### config.mk
export PLATFORM = sky130hd
export DESIGN_NAME = ad7352_capture_flat
export DESIGN_NICKNAME = d
export VERILOG_FILES = /design/src/rtl/ad7352_capture_pkg.sv /design/src/rtl/ad7352_capture_if.sv /design/src/rtl/adc_frame_timer.sv /design/src/rtl/ad7352_capture.sv /design/src/flat_wrapper.sv
export SDC_FILE = /design/constraint.sdc
export NUM_CORES = 1
export LEC_CHECK = 0
export BUFFER_PORTS_ARGS = -buffer_cell sky130_fd_sc_hd__buf_2
export CAP_MARGIN = 20
export CORE_UTILIZATION = 50
export DETAILED_ROUTE_END_ITERATION = 10
export PLACE_DENSITY = 0.68
export RECOVER_POWER = 25
export REMOVE_ABC_BUFFERS = 1
export SLEW_MARGIN = 10
export SYNTH_ARGS = -nofsm -noshare
export SYNTH_HDL_FRONTEND = slang
export SYNTH_HIERARCHICAL = 1
export SYNTH_SLANG_ARGS = --single-unit
export TNS_END_PERCENT = 50
### constraint.sdc
create_clock -name clk_50M -period 2.85 [get_ports clk_50M]
set_input_delay 0.1425 -clock clk_50M [delete_from_list [all_inputs] [get_ports clk_50M]]
set_output_delay 0.1425 -clock clk_50M [all_outputs]
set_load 0.005 [all_outputs]
### src/rtl/ad7352_capture_pkg.sv
// Shared types and AD7352 frame constants for the channel-A capture front end.
package ad7352_capture_pkg;

  localparam int unsigned SampleWidth  = 12;
  localparam int unsigned DefLeadZeros = 2;
  localparam int unsigned CLK_HZ       = 50_000_000;

  typedef enum logic [1:0] {
    StIdle,
    StArm,
    StConv,
    StDone
  } cap_state_e;

endpackage

### src/rtl/ad7352_capture_if.sv
// ADC serial lines plus FIFO write port; master is the capture block, slave the ADC/FIFO side.
interface ad7352_capture_if;
  import ad7352_capture_pkg::*;

  logic                   adc_cs_n;
  logic                   adc_sclk;
  logic                   adc_sdata_a;
  logic [SampleWidth-1:0] fifo_data;
  logic                   fifo_wrreq;
  logic                   fifo_full;

  modport master (
    output adc_cs_n,
    output adc_sclk,
    output fifo_data,
    output fifo_wrreq,
    input  adc_sdata_a,
    input  fifo_full
  );

  modport slave (
    input  adc_cs_n,
    input  adc_sclk,
    input  fifo_data,
    input  fifo_wrreq,
    output adc_sdata_a,
    output fifo_full
  );

endinterface

### src/rtl/adc_frame_timer.sv
// Conversion phase counter with registered CS/SCLK waveforms and per-frame strobes.
module adc_frame_timer #(
  parameter int unsigned CONV_PERIOD = 40,
  parameter int unsigned FRAME_SCLKS = 16
) (
  input  logic clk_50M,
  input  logic rst_n,
  input  logic run_i,
  output logic cs_n_o,
  output logic sclk_o,
  output logic sclk_rise_o,
  output logic wr_slot_o
);

  localparam int unsigned    PhW        = $clog2(CONV_PERIOD);
  localparam logic [PhW-1:0] PhLast     = PhW'(CONV_PERIOD - 1);
  localparam logic [PhW-1:0] PhCsRise   = PhW'(2 * FRAME_SCLKS + 1);
  localparam logic [PhW-1:0] PhSclkLast = PhW'(2 * FRAME_SCLKS - 1);

  logic [PhW-1:0] ph_d, ph_q;
  logic           run_q;
  logic           cs_n_d, cs_n_q;
  logic           sclk_d, sclk_q;

  // Waveforms are decoded from the next phase so the pins line up with ph_q.
  always_comb begin
    ph_d = '0;
    if (run_i && run_q) begin
      ph_d = (ph_q == PhLast) ? '0 : ph_q + 1'b1;
    end
    cs_n_d = !run_i || (ph_d >= PhCsRise);
    sclk_d = !(run_i && ph_d[0] && (ph_d <= PhSclkLast));
  end

  always_ff @(posedge clk_50M or negedge rst_n) begin
    if (!rst_n) begin
      ph_q   <= '0;
      run_q  <= 1'b0;
      cs_n_q <= 1'b1;
      sclk_q <= 1'b1;
    end else begin
      ph_q   <= ph_d;
      run_q  <= run_i;
      cs_n_q <= cs_n_d;
      sclk_q <= sclk_d;
    end
  end

  // SCLK is never low for two cycles, so the clock edge leaving a low cycle is a rise.
  assign sclk_rise_o = ~sclk_q;
  assign wr_slot_o   = run_q & (ph_q == PhCsRise);
  assign cs_n_o      = cs_n_q;
  assign sclk_o      = sclk_q;

endmodule

### src/rtl/ad7352_capture.sv
// AD7352 channel-A capture: arms on a start pulse, runs SAMPLE_COUNT conversions into the FIFO.
module ad7352_capture
  import ad7352_capture_pkg::*;
#(
  parameter int unsigned CONV_PERIOD  = 40,
  parameter int unsigned FRAME_SCLKS  = 16,
  parameter int unsigned LEAD_ZEROS   = DefLeadZeros,
  parameter logic [19:0] SAMPLE_COUNT = 20'd8000,
  parameter int unsigned ARM_CYCLES   = 4
) (
  input  logic             clk_50M,
  input  logic             rst_n,
  input  logic             sys_start_pulse,
  ad7352_capture_if.master adc_fifo,
  output logic             capture_busy,
  output logic             capture_done,
  output logic             overflow_flag,
  output logic [19:0]      sample_cnt
);

  localparam int unsigned     ArmW    = (ARM_CYCLES > 1) ? $clog2(ARM_CYCLES) : 1;
  localparam logic [ArmW-1:0] ArmLast = ArmW'(ARM_CYCLES - 1);
  // Lead-zero bits fall off the top, so the sample ends up MSB-aligned in the register.
  localparam int unsigned     ShW     = FRAME_SCLKS - LEAD_ZEROS;

  cap_state_e             state_d, state_q;
  logic [ArmW-1:0]        arm_d, arm_q;
  logic [19:0]            cnt_d, cnt_q;
  logic [ShW-1:0]         sh_d, sh_q;
  logic [SampleWidth-1:0] data_d, data_q;
  logic                   wrreq_d, wrreq_q;
  logic                   done_d, done_q;
  logic                   busy_d, busy_q;
  logic                   ovf_d, ovf_q;

  logic conv_run, cs_n, sclk, sclk_rise, wr_slot;

  assign conv_run = (state_d == StConv);

  adc_frame_timer #(
    .CONV_PERIOD(CONV_PERIOD),
    .FRAME_SCLKS(FRAME_SCLKS)
  ) u_timer (
    .clk_50M    (clk_50M),
    .rst_n      (rst_n),
    .run_i      (conv_run),
    .cs_n_o     (cs_n),
    .sclk_o     (sclk),
    .sclk_rise_o(sclk_rise),
    .wr_slot_o  (wr_slot)
  );

  always_comb begin
    state_d = state_q;
    arm_d   = arm_q;
    cnt_d   = cnt_q;
    sh_d    = sh_q;
    data_d  = data_q;
    ovf_d   = ovf_q;
    wrreq_d = 1'b0;
    done_d  = 1'b0;
    // Start wins over everything, including a write slot in the same cycle.
    if (sys_start_pulse) begin
      state_d = StArm;
      arm_d   = '0;
      cnt_d   = '0;
      sh_d    = '0;
      ovf_d   = 1'b0;
    end else begin
      unique case (state_q)
        StIdle, StDone: state_d = state_q;
        StArm: begin
          if (arm_q == ArmLast) state_d = StConv;
          else                  arm_d   = arm_q + 1'b1;
        end
        StConv: begin
          if (cnt_q >= SAMPLE_COUNT) begin
            state_d = StDone;
            done_d  = 1'b1;
          end else begin
            if (sclk_rise) sh_d = {sh_q[ShW-2:0], adc_fifo.adc_sdata_a};
            if (wr_slot) begin
              cnt_d = cnt_q + 20'd1;
              if (!adc_fifo.fifo_full) begin
                wrreq_d = 1'b1;
                data_d  = sh_q[ShW-1 -: SampleWidth];
              end else begin
                ovf_d = 1'b1;
              end
            end
          end
        end
        default: state_d = StIdle;
      endcase
    end
    busy_d = (state_d == StArm) || (state_d == StConv);
  end

  always_ff @(posedge clk_50M or negedge rst_n) begin
    if (!rst_n) begin
      state_q <= StIdle;
      arm_q   <= '0;
      cnt_q   <= '0;
      sh_q    <= '0;
      data_q  <= '0;
      wrreq_q <= 1'b0;
      done_q  <= 1'b0;
      busy_q  <= 1'b0;
      ovf_q   <= 1'b0;
    end else begin
      state_q <= state_d;
      arm_q   <= arm_d;
      cnt_q   <= cnt_d;
      sh_q    <= sh_d;
      data_q  <= data_d;
      wrreq_q <= wrreq_d;
      done_q  <= done_d;
      busy_q  <= busy_d;
      ovf_q   <= ovf_d;
    end
  end

  assign adc_fifo.adc_cs_n   = cs_n;
  assign adc_fifo.adc_sclk   = sclk;
  assign adc_fifo.fifo_data  = data_q;
  assign adc_fifo.fifo_wrreq = wrreq_q;
  assign capture_busy        = busy_q;
  assign capture_done        = done_q;
  assign overflow_flag       = ovf_q;
  assign sample_cnt          = cnt_q;

endmodule
### src/flat_wrapper.sv
// flat-port wrapper written by rule: the top's interface ports become plain ports
module ad7352_capture_flat import ad7352_capture_pkg::*;
#(
  parameter int unsigned CONV_PERIOD  = 40,
  parameter int unsigned FRAME_SCLKS  = 16,
  parameter int unsigned LEAD_ZEROS   = DefLeadZeros,
  parameter logic [19:0] SAMPLE_COUNT = 20'd8000,
  parameter int unsigned ARM_CYCLES   = 4
)
  (clk_50M, rst_n, sys_start_pulse, capture_busy, capture_done, overflow_flag, sample_cnt, adc_fifo_adc_cs_n, adc_fifo_adc_sclk, adc_fifo_fifo_data, adc_fifo_fifo_wrreq, adc_fifo_adc_sdata_a, adc_fifo_fifo_full);
  ad7352_capture_if adc_fifo_i ();
  input  logic clk_50M;
  input  logic rst_n;
  input  logic sys_start_pulse;
  output logic capture_busy;
  output logic capture_done;
  output logic overflow_flag;
  output logic [19:0] sample_cnt;
  output wire logic [$bits(adc_fifo_i.adc_cs_n)-1:0] adc_fifo_adc_cs_n;
  output wire logic [$bits(adc_fifo_i.adc_sclk)-1:0] adc_fifo_adc_sclk;
  output wire logic [$bits(adc_fifo_i.fifo_data)-1:0] adc_fifo_fifo_data;
  output wire logic [$bits(adc_fifo_i.fifo_wrreq)-1:0] adc_fifo_fifo_wrreq;
  input wire logic [$bits(adc_fifo_i.adc_sdata_a)-1:0] adc_fifo_adc_sdata_a;
  input wire logic [$bits(adc_fifo_i.fifo_full)-1:0] adc_fifo_fifo_full;
  assign adc_fifo_adc_cs_n = adc_fifo_i.adc_cs_n;
  assign adc_fifo_adc_sclk = adc_fifo_i.adc_sclk;
  assign adc_fifo_fifo_data = adc_fifo_i.fifo_data;
  assign adc_fifo_fifo_wrreq = adc_fifo_i.fifo_wrreq;
  assign adc_fifo_i.adc_sdata_a = adc_fifo_adc_sdata_a;
  assign adc_fifo_i.fifo_full = adc_fifo_fifo_full;
  ad7352_capture #(.CONV_PERIOD(CONV_PERIOD), .FRAME_SCLKS(FRAME_SCLKS), .LEAD_ZEROS(LEAD_ZEROS), .SAMPLE_COUNT(SAMPLE_COUNT), .ARM_CYCLES(ARM_CYCLES)) u_core (.clk_50M(clk_50M), .rst_n(rst_n), .sys_start_pulse(sys_start_pulse), .adc_fifo(adc_fifo_i), .capture_busy(capture_busy), .capture_done(capture_done), .overflow_flag(overflow_flag), .sample_cnt(sample_cnt));
endmodule
# Word-level counts from Yosys, hierarchy flattened
# Index checks and enable logic that the tools add are counted.
dict set report word_totals {
  inputBits 5
  out_inout_bits 38
  regBits 63
  elab_cells 82
}
dict set report op_classes {
  n_reduce_logical 18
  magnitude_cmp 3
  bitwise_logic 4
  add_sub_neg 3
  n_mux 30
  n_eq_ne 11
}
# operator count
set ops {}
lappend ops {{2-to-1 mux 20 bit} 4}
lappend ops {{2-to-1 mux 14 bit} 4}
lappend ops {{adder 20 x 1 -> 20 bit, second input constant} 1}
lappend ops {{>= comparator 20 x 13 -> 1 bit, second input constant} 1}
lappend ops {{2-to-1 mux 1 bit} 13}
lappend ops {{equality test 6 bit, second input constant} 2}
lappend ops {{2-to-1 mux 2 bit} 6}
lappend ops {{2-to-1 mux 6 bit} 2}
lappend ops {{equality test 2 bit, second input constant} 4}
lappend ops {{nonzero test 2 bit} 4}
lappend ops {{adder 6 x 1 -> 6 bit, second input constant} 1}
lappend ops {{>= comparator 6 bit, second input constant} 1}
lappend ops {{less-or-equal comparator 6 x 5 -> 1 bit, second input constant} 1}
lappend ops {{!= test 2 bit, second input constant} 3}
lappend ops {{case mux 2 bit (3 select lines)} 1}
lappend ops {{AND reduction 3 bit} 2}
lappend ops {{AND reduction 5 bit} 1}
lappend ops {{equality test 2 x 1 -> 1 bit, second input constant} 2}
lappend ops {{AND reduction 4 bit} 1}
lappend ops {{logical AND 1 bit} 3}
lappend ops {{inverter 1 bit} 3}
lappend ops {{adder 2 x 1 -> 2 bit, second input constant} 1}
lappend ops {{zero test 1 bit} 2}
lappend ops {{zero test 2 bit} 1}
lappend ops {{other kinds (4)} 5}

# Longest topological paths before layout
# Gate-level depths: netlist of run 1.
dict set report logic_depth {
  depth_word 10
  mapped_depth 9
  mapped_depth_nobuf 9
}

# Hierarchy
# The synthesis of run 1 kept the hierarchy.
# mod seq_area_each_um2 cells_each n_inst area_each_um2
set modules_own_cells {}
lappend modules_own_cells {ad7352_capture 1351.3 198 1 2351.0}
lappend modules_own_cells {adc_frame_timer 227.7 48 1 485.5}

# Least setup slack after synthesis of run 1
# Ideal clock, no wire load.
dict set report synth_path {
  path_kind {register -> register}
  start {register u_core.u_timer.ph_q[1]}
  end {register u_core.cnt_q[11] (netlist: u_core/sample_cnt[11])}
  stages_incl_launch_ff 9
  slack_ns 0.488
  setup_time_ns 0.078
  n_path_buf 0
  t_arrival_ns 2.284
  cell_sequence {dfrtp_1 -> inv_1 -> ha_1 -> nand4b_1 -> nor3_1 -> nand4_4 -> or4b_4 -> or4_1 -> a21oi_1}
}
dict set report synth_via {
  elab_chain_cells 4
}
# element line
set synth_rtl {}
lappend synth_rtl {{from (decl)} adc_frame_timer.sv:20} ;# logic [PhW-1:0] ph_d, ph_q;
lappend synth_rtl {{from (signal assigned)} adc_frame_timer.sv:42} ;# ph_q <= ph_d;
lappend synth_rtl {{equality test 6 bit} adc_frame_timer.sv:51} ;# assign wr_slot_o = run_q & (ph_q == PhCsRise);
lappend synth_rtl {{AND 1 bit} adc_frame_timer.sv:51}
lappend synth_rtl {{net u_core.wr_slot} ad7352_capture.sv:36} ;# logic conv_run, cs_n, sclk, sclk_rise, wr_slot;
lappend synth_rtl {{nonzero test 2 bit (no source line)} --}
lappend synth_rtl {{AND reduction 3 bit (no source line)} --}
lappend synth_rtl {{to (signal assigned)} ad7352_capture.sv:113} ;# cnt_q <= cnt_d;
lappend synth_rtl {{to (decl)} ad7352_capture.sv:28} ;# logic [19:0] cnt_d, cnt_q;
# The timed path passes the listed nets, and every way through them passes these cells.
# A chain may end at the register's enable or synchronous reset.

# Final worst setup path of run 1
# Ends and elaborated chain as after synthesis.

==> metrics, run 1 <==
status=complete, but fails checks; failing checks=capacitance limit, slew limit; Rel. slew slack=-0.199; Seq cells post-synth=63; clock sink total=63; post-synthesis cell type with the largest combined area=dfrtp_1; endpoint of the worst-slack reg-to-reg timing path=u_core/sample_cnt[11]$_DFFE_PN0P_; Initial Util=0.518; boundary pin count=43; final WL=5240 um; die height=77.3 um; H-Tree Depth=3; hpwl dp=3500 um; Vias/cell=5.34; antenna diode count=0; setup tns final=0 ns; Pwr per Cell Area=571 mW/mm^2; fmax=402 MHz; P&R area growth vs syn=17.3%; die area=0.00598 mm^2; pins over their slew limit=43; Clock Skew=0.00794 ns; Resized cells post-CTS=0; row count=27; Avg WL per Cell=14.2 um; Max Cap Viol=1; setup ws final=0.362 ns; Tmin final=2.49 ns; Final Cycle Share=0.873; cell chosen for the clock root=clkbuf_8; startpoint types=flip-flop; worst r2r src=u_core/u_timer/ph_q[1]$_DFF_PN0_; Pre-Repair DR Iteration Count=4; Worst Hold Class=in2reg; DRT iter0 DRCs=110; Post-synth EDFFs=0; synth warn=6; Global Route Usage Sum=0.191; clk_lat worst skew=0.34 ns; Crit Path Class=reg2reg; Port Buffers=42; setup slack at placement=0.386 ns; count leader, synth=dfrtp_1; Layout Nets=307; drc violations=0; asr flop ratio synth=1.00; initial antenna violation count=0; Lkg Pwr=1.58 nW; hold path depth=3; Arrival @ worst endpoint=2.73 ns; CORE AREA=0.00547 mm^2; post-CTS setup buffers=0; hold path start=adc_fifo_adc_sdata_a; post-detailed-route count of antenna-violating nets=0; vias in the first global route=1852; Hold Path Sink=u_core/sh_q[0]$_DFFE_PN0P_; Synth Cell Area=0.00284 mm^2; Peak VDD IR=0.379 mV; main flop type after synthesis=dfrtp_1; Setup violations, final=0; remaining global-route overflow=0; share of cells above drive strength 1=0.265; Die Span X=77.3 um; synthesized area per cell=11.5 um^2; Worst Path Required=3.09 ns; Gate Count Post-Synth=246; sequential fraction of the synthesis area=0.557; RSZ-0062 raised after global routing=false; main area contributors after synthesis=dfrtp_1, mux2i_1, mux2_2; largest net degree at the start of global routing=43; CP endpoint kind=flip-flop; clock tree buffer depth=2; CTS tree=built; Clock transition at path regs=0.07 ns; worst-margin pin slew=1.80 ns; CTS hold repair buffers=1; first-pass GRT wire length=8660 um; r2r setup slk=0.36 ns; Critical Path Fanout Max=6; worst-case reg-to-reg path depth=8; Commonest cells post-synth=dfrtp_1, nor2_1, mux2i_1; Via Count=1976; gpl congestion=0.934; Inserted Clock Buffers=9; top cell type's share of synthesized area=0.538; Distinct cells, synth=44; Final Hold Fails=0
kinds of logic (layout without fill, tap and decap cells):
group / Yosys count / count (layout) / share of synthesized area
multiplexers: 27 / 27 / 0.101
adder cells (fa/ha/maj): 9 / 9 / 0.0397
XOR/XNOR: 11 / 11 / 0.0340
AND/OR/NAND/NOR: 91 / 91 / 0.181
flip-flops: 63 / 63 / 0.557
AO/OA/AOI/OAI: 24 / 24 / 0.0538
buffers and inverters: 21 / 73 / 0.0344
worst max path at each step:
| stage | end | start | depth (start not counted) |
|---|---|---|---|
| CTS | u_core/sample_cnt[11]$_DFFE_PN0P_ | u_core/u_timer/ph_q[1]$_DFF_PN0_ | 8 |
| floorplan | u_core/adc_fifo.fifo_data[0]$_DFFE_PN0P_ | u_core/u_timer/ph_q[1]$_DFF_PN0_ | 7 |
| global placement | u_core/sample_cnt[11]$_DFFE_PN0P_ | u_core/u_timer/ph_q[1]$_DFF_PN0_ | 8 |
| finish | u_core/sample_cnt[11]$_DFFE_PN0P_ | u_core/u_timer/ph_q[1]$_DFF_PN0_ | 8 |
| detailed placement | u_core/sample_cnt[11]$_DFFE_PN0P_ | u_core/u_timer/ph_q[1]$_DFF_PN0_ | 8 |
| global route | u_core/sample_cnt[11]$_DFFE_PN0P_ | u_core/u_timer/ph_q[1]$_DFF_PN0_ | 8 |
per-layer routing:
| metal | vias up | track usage | share of wire |
|---|---|---|---|
| li1 | 949 | - | - |
| met1 | 952 | 0.245 | 0.45 |
| met2 | 61 | 0.287 | 0.46 |
| met3 | 14 | 0.0524 | 0.060 |
| met4 | 0 | 0.121 | 0.029 |
| met5 | - | 0 | 0 |
power breakdown:
part           switching, W  leakage [nW]  internal, W
Combinational     0.0000796         0.613    0.0000527
Clock              0.000344         0.102     0.000489
Sequential        0.0000157         0.865     0.000921
Total              0.000439          1.58      0.00146
cell type report:
| type | instances | area, um^2 |
|---|---|---|
| Clock inverter | 6 | 85.1 |
| Timing Repair Buffer | 48 | 253 |
| Fill cell | 474 | 2140 |
| Sequential cell | 63 | 1580 |
| Tap cell | 72 | 90.1 |
| Inverter | 9 | 33.8 |
| Clock buffer | 10 | 128 |
| Multi-Input combinational cell | 162 | 1160 |
worst max-delay path, stage by stage, from the launching register on:
cell and delay, ns:
dfrtp_1 0.43, inv_1 0.09, ha_1 0.14, nand4b_1 0.10, nor3_1 0.35, nand4_4 0.14
or4b_4 0.57, or4_1 0.42, a21oi_1 0.16
flip-flops by register name (all words and copies together), names as in the netlist:
register,flops
u_core/adc_fifo.fifo_data,12
u_core/adc_fifo.fifo_wrreq,1
u_core/arm_q,2
u_core/sample_cnt,20
u_core/u_timer/sclk_o,1
u_core/u_timer/ph_q,6
u_core/capture_busy,1
u_core/capture_done,1
u_core/overflow_flag,1
u_core/state_q,2
u_core/u_timer/run_q,1
u_core/sh_q,14
u_core/u_timer/cs_n_o,1
metrics by stage:
stage          power (W)  utilization  hold WS [ns]  instance area [um^2]  cells
5_1_grt          0.00199        0.608        0.0812                  3330    370
3_3_place_gp     0.00108        0.568         0.147                  3110    353
4_1_cts          0.00193        0.609        0.0320                  3330    370
2_1_floorplan    0.00103            -        -0.153                  2770    234
3_5_place_dp     0.00109        0.568         0.158                  3110    353
6_report         0.00190        0.608        0.0558                  3330    370
cells in the final DEF (no fill, tap or decap), types with 2 or more instances in the layout:
| cell type | count |
|---|---|
| dfrtp_1 | 61 |
| buf_2 | 38 |
| nor2_1 | 32 |
| mux2i_1 | 15 |
| mux2_2 | 12 |
| xnor2_1 | 10 |
| clkbuf_8 | 9 |
| nand2_1 | 9 |
| nand3_1 | 9 |
| inv_1 | 9 |
| ha_1 | 9 |
| nor2b_1 | 8 |
| nor3_1 | 8 |
| a21oi_1 | 8 |
| clkbuf_1 | 5 |
| o21ai_0 | 5 |
| buf_4 | 5 |
| nor3b_1 | 3 |
| or3_1 | 3 |
| clkinvlp_4 | 2 |
| bufinv_16 | 2 |
| clkinv_2 | 2 |
| nor3_2 | 2 |
| and3_1 | 2 |
| nand4_1 | 2 |
| nor4_1 | 2 |
| o31ai_1 | 2 |
| o21ai_1 | 2 |
| nand3b_1 | 2 |
| dfstp_2 | 2 |
Power figures use the tool's default switching activity.
==> run 2, diff against run 1 <==
--- a/config.mk
+++ b/config.mk
@@ -9,6 +9,7 @@
 export CAP_MARGIN = 20
 export CORE_UTILIZATION = 50
 export DETAILED_ROUTE_END_ITERATION = 10
+export GPL_TIMING_DRIVEN = 0
 export PLACE_DENSITY = 0.68
 export RECOVER_POWER = 25
 export REMOVE_ABC_BUFFERS = 1
==> metrics, run 2 (synthesized netlist as in run 1, its figures left out) <==
Vias/cell=5.32 (-0.37%); Port Buffers=42 (unchanged); post-CTS setup buffers=0 (unchanged); pins over their slew limit=107 (+150%); remaining global-route overflow=0 (unchanged); Layout Nets=302 (-1.6%); Post-Route Utilization=0.604 (-0.00366); CP endpoint kind=flip-flop; Max Cap Viol=2 (+1); clock sink total=63 (unchanged); Avg WL per Cell=14.0 um (-0.95%); CP max stage cell=nor4b_4; Largest stage delay, worst path=0.82 ns (+0.25 ns); Resized cells post-CTS=0 (unchanged); Clock transition at path regs=0.07 ns (about the same); Crit Path Class=reg2reg; Worst Hold Class=in2reg; die area=0.00598 mm^2 (unchanged); H-Tree Depth=3 (unchanged); Final Hold Fails=0 (unchanged); Inserted Clock Buffers=9 (unchanged); cell chosen for the clock root=clkbuf_8; Initial Util=0.518 (unchanged); gpl congestion=0.781 (-16%); Fillers=481 (+1.5%); Pre-Repair DR Iteration Count=4 (unchanged); Pwr per Cell Area=575 mW/mm^2 (+0.58%); antenna diode count=0 (unchanged); most common cell after layout, fill and taps aside=dfrtp_1; worst-margin pin slew=1.88 ns (+0.0799 ns); clk_lat worst skew=0.34 ns (about the same); drc violations=0 (unchanged); failing checks=capacitance limit, slew limit; RSZ-0062 raised after global routing=false; status=complete, but fails checks; first-pass GRT wire length=8500 um (-1.8%); row count=27 (unchanged); Critical Path Fanout Max=13 (+7); setup tns final=0 ns (unchanged); Worst Path Required=3.07 ns (-0.02 ns); Arrival @ worst endpoint=2.86 ns (+0.13 ns); die height=77.3 um (unchanged); share of cells above drive strength 1=0.249 (-0.0160); fmax=380 MHz (-5.5%); Tmin final=2.63 ns (+0.146 ns); Rel. slew slack=-0.252 (-0.0533); max reg flops=20 (unchanged); DRT iter0 DRCs=117 (+6.4%); Die Span X=77.3 um (unchanged); CTS tree=built; area of the multi-input gates=0.00118 mm^2 (+1.7%); cell chain of the critical path=inv_1 > ha_1 > nand4b_1 > nor3_1 > nand2_1 > nor4b_4 > mux2_2; boundary pin count=43 (unchanged); clock tree buffer depth=2 (unchanged); largest net degree at the start of global routing=64 (+49%); hpwl dp=3250 um (-7.2%); Clock Skew=0.00767 ns (-0.000272 ns); initial antenna violation count=0 (unchanged); P&R area growth vs syn=16.6%; Final Cycle Share=0.924 (+0.0511); Storage cell area=0.00158 mm^2 (unchanged); Via Count=1942 (-1.7%); post-detailed-route count of antenna-violating nets=0 (unchanged); final WL=5120 um (-2.3%); Setup violations, final=0 (unchanged); highest-count cells in the layout ignoring fill and taps=dfrtp_1, buf_2, nor2_1; total power draw=0.00190 W (about the same); Global Route Usage Sum=0.186 (-0.00519); CORE AREA=0.00547 mm^2 (unchanged); startpoint types=flip-flop; Lkg Pwr=1.55 nW (-2.1%); Peak VDD IR=0.297 mV (-22%); vias in the first global route=1827 (-1.3%)
-- run 2: changes by cell type in the layout (fill, tap and decap cells not counted), sizes merged --
cell and change:
buf -8, clkbuf +3
-- run 2: cell type report --
type	instances	share of cell area
clock buffer	10	0.0386
clock inverter	6	0.0257
inverter	9	0.0102
multi-input combinational	162	0.357
sequential	63	0.477
tap	72	0.0272
timing repair buffer	43	0.0643
-- run 2: path summary, 6_finish.rpt --
check	slack, ns	startpoint	depth (start not counted)	to
max in group asynchronous	1.21	rst_n	2	u_core/u_timer/ph_q[3]$_DFF_PN0_
min in group asynchronous	0.70	rst_n	2	u_core/sample_cnt[0]$_DFFE_PN0P_
hold reg to reg	0.50	u_core/adc_fifo.fifo_data[5]$_DFFE_PN0P_	1	u_core/adc_fifo.fifo_data[5]$_DFFE_PN0P_
setup reg to reg	0.22	u_core/u_timer/ph_q[1]$_DFF_PN0_	7	u_core/adc_fifo.fifo_data[1]$_DFFE_PN0P_
hold / removal	0.06	adc_fifo_adc_sdata_a	3	u_core/sh_q[0]$_DFFE_PN0P_
setup / recovery	0.22	u_core/u_timer/ph_q[1]$_DFF_PN0_	7	u_core/adc_fifo.fifo_data[1]$_DFFE_PN0P_
-- run 2: through the flow --
step / hold slack (ns) / worst slack [ns] / std cells / area [um^2]
after floorplan: -0.153 / 0.363 / 234 / 2770
after CTS: 0.0546 / 0.150 / 365 / 3320
after global placement: 0.398 / -0.137 / 348 / 3070
final: 0.0628 / 0.216 / 365 / 3310
after detailed placement: 0.276 / 0.173 / 348 / 3100
after global routing: 0.0925 / 0.0265 / 365 / 3310
-- run 2: critical path: cells and delay by family (launching register included) --
kind	cells	cell delay [ns]
fa+ha+maj	1	0.15
flops	1	0.43
mux	1	0.42
simple gates	4	1.43
buf+inv	1	0.10
-- run 2: routing by layer --
layer	wire (um)	vias to the layer above	part of all wire	track usage
met3	233	10	0.046	0.0405
met4	92	0	0.018	0.117
li1	-	941	-	-
met1	2520	941	0.49	0.254
met2	2270	50	0.44	0.269
met5	0	-	0	0
-- run 2: where the power goes --
group,internal (W),switching [W]
clock network,0.000489,0.000343
registers,0.000921,0.0000148
logic,0.0000520,0.0000815
total,0.00146,0.000439
-- run 2: timing repair --
action,CTS,global route
endpoints found under the hold margin,61,0
endpoints found under the setup margin,0,11
hold buffers,1,0
